### src/rtl/fetch_pkg.sv
// Shared types and constants for the instruction fetch/sequencing unit:
// FSM states, branch/done opcodes and the fixed branch target table.
package fetch_pkg;

  typedef enum logic [1:0] {
    IDLE = 2'd0,
    EXEC = 2'd1,
    HALT = 2'd2
  } state_e;

  localparam logic [3:0] OP_BR_ALWAYS = 4'b0001;
  localparam logic [3:0] OP_BR_ZERO   = 4'b0010;
  localparam logic [3:0] OP_BR_NEG    = 4'b0011;
  localparam logic [3:0] OP_DONE      = 4'b1111;

  localparam int LUT_W = 10;

  // Branch targets are stored at the full 10-bit address width and narrowed by the user.
  function automatic logic [LUT_W-1:0] lut_target(input logic [3:0] idx);
    logic [LUT_W-1:0] t;
    case (idx)
      4'd0:    t = 10'd100;
      4'd1:    t = 10'd200;
      4'd2:    t = 10'd300;
      4'd3:    t = 10'd40;
      4'd4:    t = 10'd500;
      4'd5:    t = 10'd600;
      4'd6:    t = 10'd700;
      4'd7:    t = 10'd800;
      4'd8:    t = 10'd900;
      4'd9:    t = 10'd1000;
      4'd10:   t = 10'd16;
      4'd11:   t = 10'd32;
      4'd12:   t = 10'd64;
      4'd13:   t = 10'd128;
      4'd14:   t = 10'd256;
      4'd15:   t = 10'd1023;
      default: t = 10'd0;
    endcase
    return t;
  endfunction

endpackage

### src/rtl/pc_lut.sv
// Combinational 16-entry branch target lookup indexed by the operand nibble.
module pc_lut
  import fetch_pkg::*;
#(
  parameter int PCW = 10
) (
  input  logic [3:0]     idx,
  output logic [PCW-1:0] target
);

  // Table lookup, sized to the program counter width.
  always_comb begin
    target = PCW'(lut_target(idx));
  end

endmodule

### src/rtl/fetch_sequencer.sv
// Instruction fetch and sequencing: owns the PC, addresses the synchronous
// instruction ROM, splits machine words and resolves branches with no bubble.
module fetch_sequencer
  import fetch_pkg::*;
#(
  parameter int PCW = 10,
  parameter int IW  = 9
) (
  input  logic           clk,
  input  logic           rst_n,
  input  logic           start,
  input  logic [IW-1:0]  imem_data,
  input  logic           branch,
  input  logic           zero,
  input  logic           neg,
  output logic [PCW-1:0] imem_addr,
  output logic [3:0]     instr,
  output logic           ld_immed,
  output logic [7:0]     operand,
  output logic           instr_valid,
  output logic [PCW-1:0] pc,
  output logic           done,
  output logic [15:0]    retired
);

  state_e         state_r, state_nxt_s;
  logic [PCW-1:0] pc_r, pc_nxt_s, next_pc_s, pc_inc_s, target_s;
  logic [15:0]    retired_r, retired_nxt_s;
  logic           done_r, done_nxt_s;
  logic           cond_s, taken_s, is_done_s;

  pc_lut #(.PCW(PCW)) u_pc_lut (
    .idx    (operand[3:0]),
    .target (target_s)
  );

  // Split the machine word into opcode, load-immediate flag and operand.
  always_comb begin
    ld_immed = imem_data[8];
    if (imem_data[8]) begin
      instr   = 4'b0000;
      operand = imem_data[7:0];
    end else begin
      instr   = imem_data[7:4];
      operand = {4'b0000, imem_data[3:0]};
    end
  end

  // Branch resolution and next-PC selection for the executing word.
  always_comb begin
    case (instr)
      OP_BR_ALWAYS: cond_s = 1'b1;
      OP_BR_ZERO:   cond_s = zero;
      OP_BR_NEG:    cond_s = neg;
      default:      cond_s = 1'b0;
    endcase
    taken_s   = branch & ~ld_immed & cond_s;
    is_done_s = ~ld_immed & (instr == OP_DONE);
    pc_inc_s  = pc_r + {{(PCW-1){1'b0}}, 1'b1};
    if (taken_s) begin
      next_pc_s = target_s;
    end else begin
      next_pc_s = pc_inc_s;
    end
  end

  // Next-state, next-PC and memory address; a restart presents address 0 so the
  // first word is ready on entry to EXEC.
  always_comb begin
    state_nxt_s   = state_r;
    pc_nxt_s      = pc_r;
    retired_nxt_s = retired_r;
    done_nxt_s    = done_r;
    imem_addr     = pc_r;
    instr_valid   = 1'b0;
    case (state_r)
      IDLE: begin
        imem_addr = {PCW{1'b0}};
        if (start) begin
          state_nxt_s   = EXEC;
          pc_nxt_s      = {PCW{1'b0}};
          retired_nxt_s = 16'h0000;
          done_nxt_s    = 1'b0;
        end else begin
          state_nxt_s = IDLE;
        end
      end
      EXEC: begin
        instr_valid = 1'b1;
        if (retired_r != 16'hFFFF) begin
          retired_nxt_s = retired_r + 16'h0001;
        end else begin
          retired_nxt_s = retired_r;
        end
        if (is_done_s) begin
          state_nxt_s = HALT;
          done_nxt_s  = 1'b1;
          imem_addr   = pc_r;
        end else begin
          imem_addr = next_pc_s;
          pc_nxt_s  = next_pc_s;
        end
      end
      HALT: begin
        if (start) begin
          state_nxt_s   = EXEC;
          imem_addr     = {PCW{1'b0}};
          pc_nxt_s      = {PCW{1'b0}};
          retired_nxt_s = 16'h0000;
          done_nxt_s    = 1'b0;
        end else begin
          imem_addr = pc_r;
        end
      end
      default: begin
        state_nxt_s = IDLE;
        imem_addr   = {PCW{1'b0}};
      end
    endcase
  end

  // State, PC, retire counter and done flag registers.
  always_ff @(posedge clk or negedge rst_n) begin
    if (!rst_n) begin
      state_r   <= IDLE;
      pc_r      <= {PCW{1'b0}};
      retired_r <= 16'h0000;
      done_r    <= 1'b0;
    end else begin
      state_r   <= state_nxt_s;
      pc_r      <= pc_nxt_s;
      retired_r <= retired_nxt_s;
      done_r    <= done_nxt_s;
    end
  end

  assign pc      = pc_r;
  assign retired = retired_r;
  assign done    = done_r;

endmodule

### config.mk
export PLATFORM = sky130hd
export DESIGN_NAME = fetch_sequencer
export DESIGN_NICKNAME = d
export VERILOG_FILES = /design/src/rtl/fetch_pkg.sv /design/src/rtl/pc_lut.sv /design/src/rtl/fetch_sequencer.sv
export SDC_FILE = /design/constraint.sdc
export NUM_CORES = 1
export LEC_CHECK = 0
export CAP_MARGIN = 20
export CORE_MARGIN = 1.5
export CORE_UTILIZATION = 40
export CTS_BUF_LIST = sky130_fd_sc_hd__clkbuf_4 sky130_fd_sc_hd__clkbuf_8 sky130_fd_sc_hd__clkbuf_16
export CTS_CLUSTER_DIAMETER = 120
export DETAILED_ROUTE_END_ITERATION = 8
export PLACE_DENSITY = 0.71
export SYNTH_ARGS = -nofsm -noshare
export SYNTH_HDL_FRONTEND = slang
export SYNTH_SLANG_ARGS = --single-unit
### constraint.sdc
create_clock -name clk -period 4.2 [get_ports clk]
set_input_delay 0.63 -clock clk [delete_from_list [all_inputs] [get_ports clk]]
set_output_delay 0.63 -clock clk [all_outputs]
set_load 0.01 [all_outputs]
==> results.json <==
{
  "met1_usage": 0.301,
  "grtUsageMet2": 0.334,
  "hold_class": "reg2reg",
  "syn_to_final_growth_pct": 29.5,
  "synthesis.area_mm2": 0.00252,
  "place_area_mm2": 0.00317,
  "avgSynthCellArea_um2": 8.24,
  "stdcell_count": 436,
  "ff_latch_area_um2": 726,
  "ctsResizeCount": 0,
  "power.leakage_nw": 1.31,
  "portBuffers": 65,
  "drv_cap": 0,
  "grt_busiest_layer": "met2",
  "cts_made_buffers": 5,
  "dr_total_vias": 2580,
  "synth_edf_count": 0,
  "multi_input_area_mm2": 0.00163,
  "fp.coreArea_mm2": 0.00599,
  "worstSetupPathType": "in2out",
  "max_slew_margin": 0.426,
  "path_delay_family": "buffers and inverters",
  "crit_fanout": 17,
  "ys_seq_area_frac": 0.288,
  "rows": 28,
  "cts.sinks": 29,
  "powerDensity_mw_per_mm2": 349,
  "tightest_slew_ns": 0.861,
  "grt_use_total": 0.214,
  "yosysWarnings": 0,
  "yosysUniqueCellTypes": 62,
  "arrival_ns": 3.09,
  "synthesis.nets": 333,
  "via_per_inst": 5.92,
  "hold_slack_ns": 0.483,
  "crit_path_start_kind": "input pin",
  "period_minus_slack_ns": 3.72,
  "cts-root-buf": "clkbuf_8",
  "dieArea_mm2": 0.00678,
  "cpMostUsedCell": "clkdlybuf4s50_1",
  "dp_hpwl_um": 5090,
  "nNetsFinal": 388,
  "ctsHtreeMaxLevel": 2,
  "drt-total-wl_um": 7030,
  "fin_worst_skew_ns": 0.00920,
  "status": "complete, no violations",
  "antenna_found_initial": 0,
  "ir_drop_mv": 0.282,
  "post_cts.repair.setup_buffers": 0,
  "setup_viol_count_final": 0,
  "n_fill_cell": 581,
  "final_antenna_net_count": 0,
  "fin_util": 0.545,
  "gp_congestion": 0.880,
  "hold_buffers": 0,
  "grt_pass1_vias": 2304,
  "design_area_mm2": 0.00326,
  "clk_latency_ns": 0.28,
  "layout-drive-gt1-share": 0.0886,
  "drv_slew": 0,
  "grt_setup_unrepaired": "no",
  "die_h_um": 82.4,
  "chipWidth_um": 82.4,
  "path_buf_inv": 2,
  "cp_cell_sequence": "clkdlybuf4s50_1 -> nor4b_2 -> nand3_2 -> mux2_2 -> nand3_1 -> a21boi_0 -> clkdlybuf4s50_1",
  "fmax_mhz": 269,
  "post-route-drc-count": 0,
  "cts_tree": "done",
  "post-route-period-util": 0.886,
  "synth-async-reset-ratio": 1.00,
  "num_antenna_cells": 0,
  "start_util": 0.421,
  "grt_max_degree": 30,
  "ys_ff_latch": 29,
  "first_pass_iters": 4,
  "final_hold_viol_count": 0,
  "io_pins": 66,
  "required_ns": 3.57,
  "critPathSlowestCell": "clkdlybuf4s50_1",
  "final.setup.tns_ns": 0,
  "cp-end-kind": "output port",
  "slowest_delay_ns": 0.56,
  "synthFlopType": "dfrtp_1",
  "grtUsageMet3": 0.0451,
  "dp_cells": 429,
  "grt-ovfl-total": 0,
  "drtIter0Drc": 185,
  "path_clk_slew_ns": 0.07,
  "clk_path_buf_depth": 2,
  "routedWlPerCell_um": 16.1,
  "grt_pass1_wl_um": 11300,
  "syn_inst": 306
}
## power by group
group          leakage, nW  switching, mW  internal, mW
Clock               0.0477          0.109         0.136
Sequential           0.400         0.0486         0.311
Combinational        0.866          0.310         0.224
## layout make-up
class / instances / share of cell area
Multi-Input combinational cell: 245 / 0.499
Tap cell: 75 / 0.0287
Inverter: 10 / 0.0115
Timing Repair Buffer: 70 / 0.211
Sequential cell: 29 / 0.222
Clock buffer: 7 / 0.0276
## kinds of logic (layout without fill, tap and decap cells)
family / after synthesis / in the layout / share of synthesized area
AO/OA/AOI/OAI: 106 / 106 / 0.303
XOR/XNOR: 2 / 2 / 0.00695
adder cells (fa/ha/maj): 12 / 12 / 0.0596
buffers and inverters: 32 / 87 / 0.0655
flip-flops: 29 / 29 / 0.288
multiplexers: 6 / 6 / 0.0298
AND/OR/NAND/NOR: 119 / 119 / 0.247
## per-stage QoR
stage               worst slack, ns  power (mW)
finish                        0.477        1.14
CTS                           0.484        1.14
global route                  0.334        1.22
global placement              0.543       0.887
floorplan                      1.68       0.714
detailed placement            0.483       0.895
## layer usage
layer  vias to the layer above  share of wire
li1                       1251              -
met1                      1250           0.46
met2                        68           0.47
met3                        11          0.058
met4                         0          0.011
met5                         -              0
## synth_stat cells, types with 3 or more instances
master | instances | area, um^2
nand4_1 | 5 | 31.3
nor3_1 | 4 | 20.0
inv_1 | 10 | 37.5
o2bb2ai_1 | 6 | 52.6
o22ai_1 | 3 | 18.8
buf_4 | 6 | 45.0
o21ai_0 | 35 | 175
ha_1 | 12 | 150
a21oi_1 | 10 | 50.1
a21o_1 | 3 | 22.5
and4_1 | 3 | 26.3
nand2b_1 | 3 | 18.8
dfrtp_1 | 29 | 726
nand3_1 | 17 | 85.1
and3_1 | 6 | 37.5
clkbuf_1 | 7 | 26.3
nor2b_1 | 7 | 43.8
mux2i_1 | 3 | 30.0
buf_2 | 6 | 30.0
a32o_1 | 5 | 50.1
nand2_1 | 31 | 116
and2_1 | 7 | 43.8
o31ai_2 | 7 | 87.6
a31oi_1 | 10 | 62.6
nor2_1 | 21 | 78.8
## state kept, by name, summed over array words and instances (netlist names)
signal	count
pc	10
done	1
state_r	2
retired	16
## worst min-delay path, delay by kind of cell, from the launching register on
family,cells,cell delay [ns]
and+or+nand+nor,1,0.05
DFF,1,0.35
AOI/OAI and AO/OA,1,0.05
## layout by cell type, fill, tap and decap left out, types with 6 or more instances in the layout
cell             netlist  routed
and3_1                 6       6
nor2_1                21      21
o21ai_0               35      35
and2_1                 7       7
a21oi_1               10      10
inv_1                 10      10
ha_1                  12      12
clkbuf_8               0       6
o31ai_2                7       7
nand2_1               31      31
dfrtp_1               29      29
clkdlybuf4s50_1        0      65
a31oi_1               10      10
o2bb2ai_1              6       6
nand3_1               17      17
nor2b_1                7       7
## final timing paths
| kind | start | end | slack (ns) | cells after the start |
|---|---|---|---|---|
| worst max-delay path | imem_data[8] | imem_addr[3] | 0.48 | 7 |
| worst min-delay path | done | done | 0.48 | 2 |
| worst max register to register | state_r[0] | retired[15] | 1.47 | 7 |
| worst min register to register | done | done | 0.48 | 2 |
| max in group asynchronous | rst_n | retired[1] | 3.17 | 2 |
| min in group asynchronous | rst_n | pc[0] | 0.74 | 2 |
Power figures use the tool's default switching activity.
